`config.mk`:
```
export PLATFORM = sky130hd
export DESIGN_NAME = uart_deserializer_param
export DESIGN_NICKNAME = d
export VERILOG_FILES = /design/src/rtl/uart_deserializer_param.sv
export SDC_FILE = /design/constraint.sdc
export NUM_CORES = 1
export LEC_CHECK = 0
export ABC_AREA = 1
export CAP_MARGIN = 15
export CORE_MARGIN = 2
export CORE_UTILIZATION = 44
export DETAILED_ROUTE_END_ITERATION = 16
export PLACE_DENSITY = 0.74
export SYNTH_ARGS = -nofsm -noshare
export SYNTH_HDL_FRONTEND = slang
export SYNTH_SLANG_ARGS = --single-unit
export TNS_END_PERCENT = 5
```
`constraint.sdc`:
```
create_clock -name CLK -period 1.5 [get_ports CLK]
set_input_delay 0.15 -clock CLK [delete_from_list [all_inputs] [get_ports CLK]]
set_output_delay 0.15 -clock CLK [all_outputs]
set_load 0.02 [all_outputs]
```
`src/rtl/uart_deserializer_param.sv`:
```
// uart_deserializer_param: shifts sampled UART bits into DATA_WIDTH-bit words with valid/ack handoff.
// Optional macro DESER_PARITY_EN adds Par_Bit (XOR of the held word). Rev 1.0
`default_nettype none

module uart_deserializer_param #(
  parameter int DATA_WIDTH = 8,
  parameter int LSB_FIRST  = 1
) (
  input  logic                                  CLK,
  input  logic                                  Reset,
  input  logic                                  sampled_data,
  input  logic                                  sampled,
  input  logic                                  deser_en,
  input  logic                                  Data_Ack,
  output logic [DATA_WIDTH-1:0]                 P_Data,
  output logic                                  Data_Valid,
  output logic                                  Overrun,
  output logic [$clog2(DATA_WIDTH+1)-1:0]       Bit_Cnt
`ifdef DESER_PARITY_EN
  ,
  output logic                                  Par_Bit
`endif
);

  localparam int CW = $clog2(DATA_WIDTH+1);

  logic [DATA_WIDTH-1:0] r_shift;
  logic [DATA_WIDTH-1:0] w_shift_nxt;
  logic [DATA_WIDTH-1:0] r_pdata;
  logic [CW-1:0]         r_cnt;
  logic                  r_valid;
  logic                  r_ovr;
  logic                  w_accept;
  logic                  w_complete;
  logic                  w_load;

  generate
    if (LSB_FIRST != 0) begin : g_lsb_first
      assign w_shift_nxt = {sampled_data, r_shift[DATA_WIDTH-1:1]};
    end else begin : g_msb_first
      assign w_shift_nxt = {r_shift[DATA_WIDTH-2:0], sampled_data};
    end
  endgenerate

  assign w_accept   = deser_en & sampled;
  assign w_complete = w_accept && (r_cnt == CW'(DATA_WIDTH - 1));
  // A completing word is only kept when the holding register is free or being drained this cycle.
  assign w_load     = w_complete && (!r_valid || Data_Ack);

  always_ff @(posedge CLK or negedge Reset) begin
    if (!Reset) begin
      r_shift <= '0;
      r_cnt   <= '0;
    end else if (!deser_en || w_complete) begin
      r_shift <= '0;
      r_cnt   <= '0;
    end else if (sampled) begin
      r_shift <= w_shift_nxt;
      r_cnt   <= r_cnt + CW'(1);
    end
  end

  always_ff @(posedge CLK or negedge Reset) begin
    if (!Reset) begin
      r_pdata <= '0;
      r_valid <= 1'b0;
      r_ovr   <= 1'b0;
    end else begin
      r_ovr <= w_complete && !w_load;
      if (w_load) begin
        r_pdata <= w_shift_nxt;
        r_valid <= 1'b1;
      end else if (Data_Ack) begin
        r_valid <= 1'b0;
      end
    end
  end

`ifdef DESER_PARITY_EN
  logic r_par_acc;
  logic r_par_bit;
  logic w_par_nxt;

  assign w_par_nxt = r_par_acc ^ sampled_data;

  always_ff @(posedge CLK or negedge Reset) begin
    if (!Reset) begin
      r_par_acc <= 1'b0;
      r_par_bit <= 1'b0;
    end else begin
      if (!deser_en || w_complete) begin
        r_par_acc <= 1'b0;
      end else if (sampled) begin
        r_par_acc <= w_par_nxt;
      end
      if (w_load) begin
        r_par_bit <= w_par_nxt;
      end
    end
  end

  assign Par_Bit = r_par_bit;
`endif

  assign P_Data     = r_pdata;
  assign Data_Valid = r_valid;
  assign Overrun    = r_ovr;
  assign Bit_Cnt    = r_cnt;

endmodule

`default_nettype wire

```
Word level (Yosys, flattened, before mapping)
Index checks and enable logic that the tools add are counted.
{ "totals": {"regBits": 22, "in_bits": 6, "out_inout_bits": 14} }
{ "op_classes": {"add_sub_neg": 1, "eq_ne": 1, "mux": 6, "bitwise_logic": 1, "n_reduce_logical": 10} }
{ "ops": {"columns": ["operator", "n"], "rows": [
  ["$mux 8", 2],
  ["$mux 4", 2],
  ["$add 4x1->4 const B", 1],
  ["$eq 4x3->1 const B", 1],
  ["$reduce_bool 2->1", 2],
  ["$logic_and 1x1->1", 3],
  ["$logic_not 1->1", 3],
  ["$logic_or 1x1->1", 2],
  ["$mux 1", 2],
  ["$and 1x1->1", 1]
]} }

Logic depth before layout (Yosys ltp)
{ "depth": {"ltp_word": 5, "ltp_mapped": 7} }

Least setup slack after synthesis
No wires, ideal clock.
{ "synth_timing": {"path_type": "register to register", "startpoint": "reg r_cnt[1] (netlist: Bit_Cnt[1])", "endpoint": "reg r_pdata[5] (netlist: P_Data[5])", "setup_ns": 0.117, "t_arrival_ns": 1.229, "t_required_ns": 1.383, "setup_slack_ns": 0.154, "path_stages_with_launch": 8, "n_path_buf": 1, "period_less_slack_ns": 1.346, "cell_sequence": "dfrtp_1 ha_1 nand2_1 inv_1 nand3_4 buf_6 nand2_2 o21ai_2"} }
{ "synth_via": {"elab_chain_len": 3} }
{ "synth_rtl": {"columns": ["item", "line", "source"], "rows": [
  ["start: declaration", "30", "logic [CW-1:0] r_cnt;"],
  ["start signal: assignment", "59", "r_cnt <= r_cnt + CW'(1);"],
  ["$eq 4x3->1", "46", "assign w_complete = w_accept && (r_cnt == CW'(DATA_WIDTH - 1));"],
  ["$logic_and 1x1->1", "46", null],
  ["$logic_and 1x1->1", "48", "assign w_load = w_complete && (!r_valid || Data_Ack);"],
  ["end signal: assignment", "71", "r_pdata <= w_shift_nxt;"],
  ["end: declaration", "29", "logic [DATA_WIDTH-1:0] r_pdata;"]
]} }
Every way passes these cells.
A chain may end at the register's enable or synchronous reset.

Worst setup path after layout
{ "layout_timing": {"startpoint": "reg r_pdata[6] (netlist: P_Data[6])", "endpoint": "out P_Data[6]"} }
{ "layout_rtl": {"columns": ["item", "line", "source"], "rows": [
  ["end: declaration", "15", "output logic [DATA_WIDTH-1:0] P_Data,"]
]} }
No word-level cell between the ends.

==> metrics.md <==
| Metric | Value |
|---|---|
| CP max stage delay | 610 ps |
| Async S/R FF share, synth | 1.00 |
| CTS tree | done |
| Fin crit period | 1440 ps |
| First DRT Iteration DRCs | 10 |
| CTS Buf Count | 3 |
| FF+latch count, synth | 21 |
| IO Port Bufs | 19 |
| IO Count | 20 |
| R2R Setup Slk | approximately 200 ps |
| Setup violators final | 0 |
| Clk_lat worst skew | roughly 300 ps |
| Critical Path, Cell by Cell | clkdlybuf4s50_1 |
| Diode count | 0 |
| Sequential share of the synthesized area | 0.560 |
| Routed Antenna Nets | 0 |
| Worst Slack Setup Final | 64.4 ps |
| First-pass GRT wire length | ~3000 µm |
| Crit path max-delay family | buffers and inverters |
| Largest net degree at the start of global routing | 22 |
| Top post-synthesis cells by area | dfrtp_1 56%, nand2_1 8.4%, o21ai_2 7.5%, nand4_1 6.0%, inv_1 5.2% |
| Drt first pass iters | 4 |
| Area of the core | about 2000 µm² |
| Clk Tree Root Cell | clkbuf_4 |
| DR WL/cell | 11.6 µm |
| LEAKAGE | slightly above 0.6 nW |
| Yosys top cell by area | dfrtp_1 |
| Overall Global Routing Usage | 0.162 |
| Clock skew | 1.54 ps |
| Layout area overhead | 27.5% |
| Nets | 128 |
| CTS H-tree depth | 1 |
| Critical Path Sink Type | primary output |
| Gate Count Post-Synth | a little under 100 |
| Post-Route Utilization | 0.604 |
| Setup repair after global routing missed its margin | false |
| Rows | 16 |
| Crit path buf inv count | 1 |
| Initial antenna violation count | 0 |
| Period utilization | 0.957 |
| Clock Sinks | 21 |
| Number of flops mapped to enable cells by yosys | 0 |
| Initial core utilization | 0.473 |
| Slowest cell on the critical path | clkdlybuf4s50_1 |
| Hold Path Class | in2async |
| Share of cells above drive strength 1 | 0.167 |
| Vias in the first global route | 646 |
| Reg2reg start | Bit_Cnt[0] |
| Synth top area share | 0.560 |
| DRC | 0 |
| Pwr per Cell Area | 784 nW/µm² |
| Post-DP HPWL | 1290 µm |
| R2R cell count | 6 |
| Fin. Hold Viols | 0 |
| Worst setup SP type | flip-flop |
| Setup_tns | 0 ps |
| Total number of vias | 721 |
| CP Class | reg2out |
| Height of the die | around 50 µm |
| Yosys warning count | 0 |
| Maximum vdd ir drop | 0.000466 V |
| Outcome | finished, final reports clean |
| Total grt overflow | 0 |
| Horiz. Die Dim | between 50 and 60 µm |
| Synth Flop Type | dfrtp_1 |
| CP required | 1350 ps |
| Worst R2R End | P_Data[7] |
| Worst-path clk slew | 110 ps |
| Fin. max-slew vios | 0 |
| Slew at the pin closest to its max-slew limit | between 300 and 400 ps |
| Maxcap violations | 0 |
| Mapped Nets | 104 |
| Filler Cells Inserted | approximately 170 |
| Drt total wl | 1700 µm |
| Avg Cell Area, Syn | 9.67 µm² |
| Synth Cell Area | about 940 µm² |
| Max-slew headroom | 0.761 |
| Clock Tree Buf Depth | 2 |
| DIE AREA | roughly 2500 µm² |
| Dpl ws | 76.3 ps |
| Fmax | 0.697 GHz |
| DR vias/cell | 4.90 |
| CP Max Fanout | 2 |
| Placer congestion estimate | slightly below 0.8 |
| CP arrival | 1290 ps |
| Netlist cell types | 18 |
==> power by group <==
group / total (mW) / switching, mW / internal [mW]
registers: 0.581 / 0.00688 / 0.575
clock network: 0.269 / 0.165 / 0.104
logic: 0.0883 / 0.0519 / 0.0364
total: 0.938 / 0.223 / 0.715
==> flip-flops by register name, summed over array words and instances (netlist names) <==
| register | count |
|---|---|
| Bit_Cnt | 4 |
| Data_Valid | 1 |
| Overrun | 1 |
| P_Data | 8 |
| r_shift | 7 |
==> synthesized netlist by cell type (2+ instances only) <==
master,n
nand2_1,21
nand2_2,2
o21ai_2,8
nand4_1,9
nor2_1,3
inv_1,13
dfrtp_1,21
o21ai_0,8
nand3_1,3
==> worst register-to-register path: cells and delay by family (launching register included) <==
kind	cells	cell delay, ps
simple gates	3	440
buf+inv	1	110
flops	1	400
compound gates	1	50
fa+ha+maj	1	200
==> cells by family (layout without fill, tap and decap cells) <==
kind of cell	after synthesis	in the layout	synth area share
adder cells (fa/ha/maj)	1	1	0.0133
AO/OA/AOI/OAI	17	17	0.125
flip-flops	21	21	0.560
buffers and inverters	18	41	0.0853
AND/OR/NAND/NOR	40	40	0.216
==> placed cells by master (no fill, tap or decap), drive strengths merged <==
cell,n
nand2,23
o21ai,16
a21o,1
nand3,4
inv,14
dlygate4sd2,2
nor2,4
dfrtp,21
dlymetal6s2s,3
buf,4
clkdlybuf4s50,14
nand4,9
ha,1
clkbuf,4
==> per-layer routing <==
metal / global-route usage / vias to the layer above / routed length (µm)
met5: 0 / - / 0
met4: 0.0972 / 0 / 44
met3: 0.0298 / 4 / 55
met2: 0.254 / 11 / 827
met1: 0.207 / 342 / 773
li1: - / 364 / -
==> worst max-delay path by stage <==
stage                          start         end  cells past startpoint
after floorplan           Bit_Cnt[1]   P_Data[5]                      7
final                      P_Data[6]   P_Data[6]                      1
after global placement       sampled   P_Data[2]                      6
after detailed placement     sampled   P_Data[0]                      6
after global routing       P_Data[2]   P_Data[2]                      1
after CTS                 Bit_Cnt[1]  Bit_Cnt[1]                      1
==> metrics by stage <==
stage	power, mW	hold slack (ps)	instances	area [µm²]
final	0.938	173	147	1200
after global routing	0.980	186	147	1200
after CTS	0.948	173	147	1190
after global placement	0.680	468	143	1160
after detailed placement	0.684	475	143	1160
after floorplan	0.632	-146	97	938
==> final cells by class <==
class                      instances  area, µm²  area share
clock buffer                       4       26.3      0.0220
inverter                          14       52.6      0.0439
multi-input combinational         58        333       0.278
sequential                        21        526       0.439
tap                               27       33.8      0.0282
timing repair buffer              23        225       0.188
==> what timing repair did <==
action,CTS,global route
endpoints found under the hold margin,0,0
endpoints found under the setup margin,2,3
pin swaps,0,0
gates resized for setup,2,3
setup buffers,0,0
hold buffers,0,0
(Power assumes the default switching activity.)
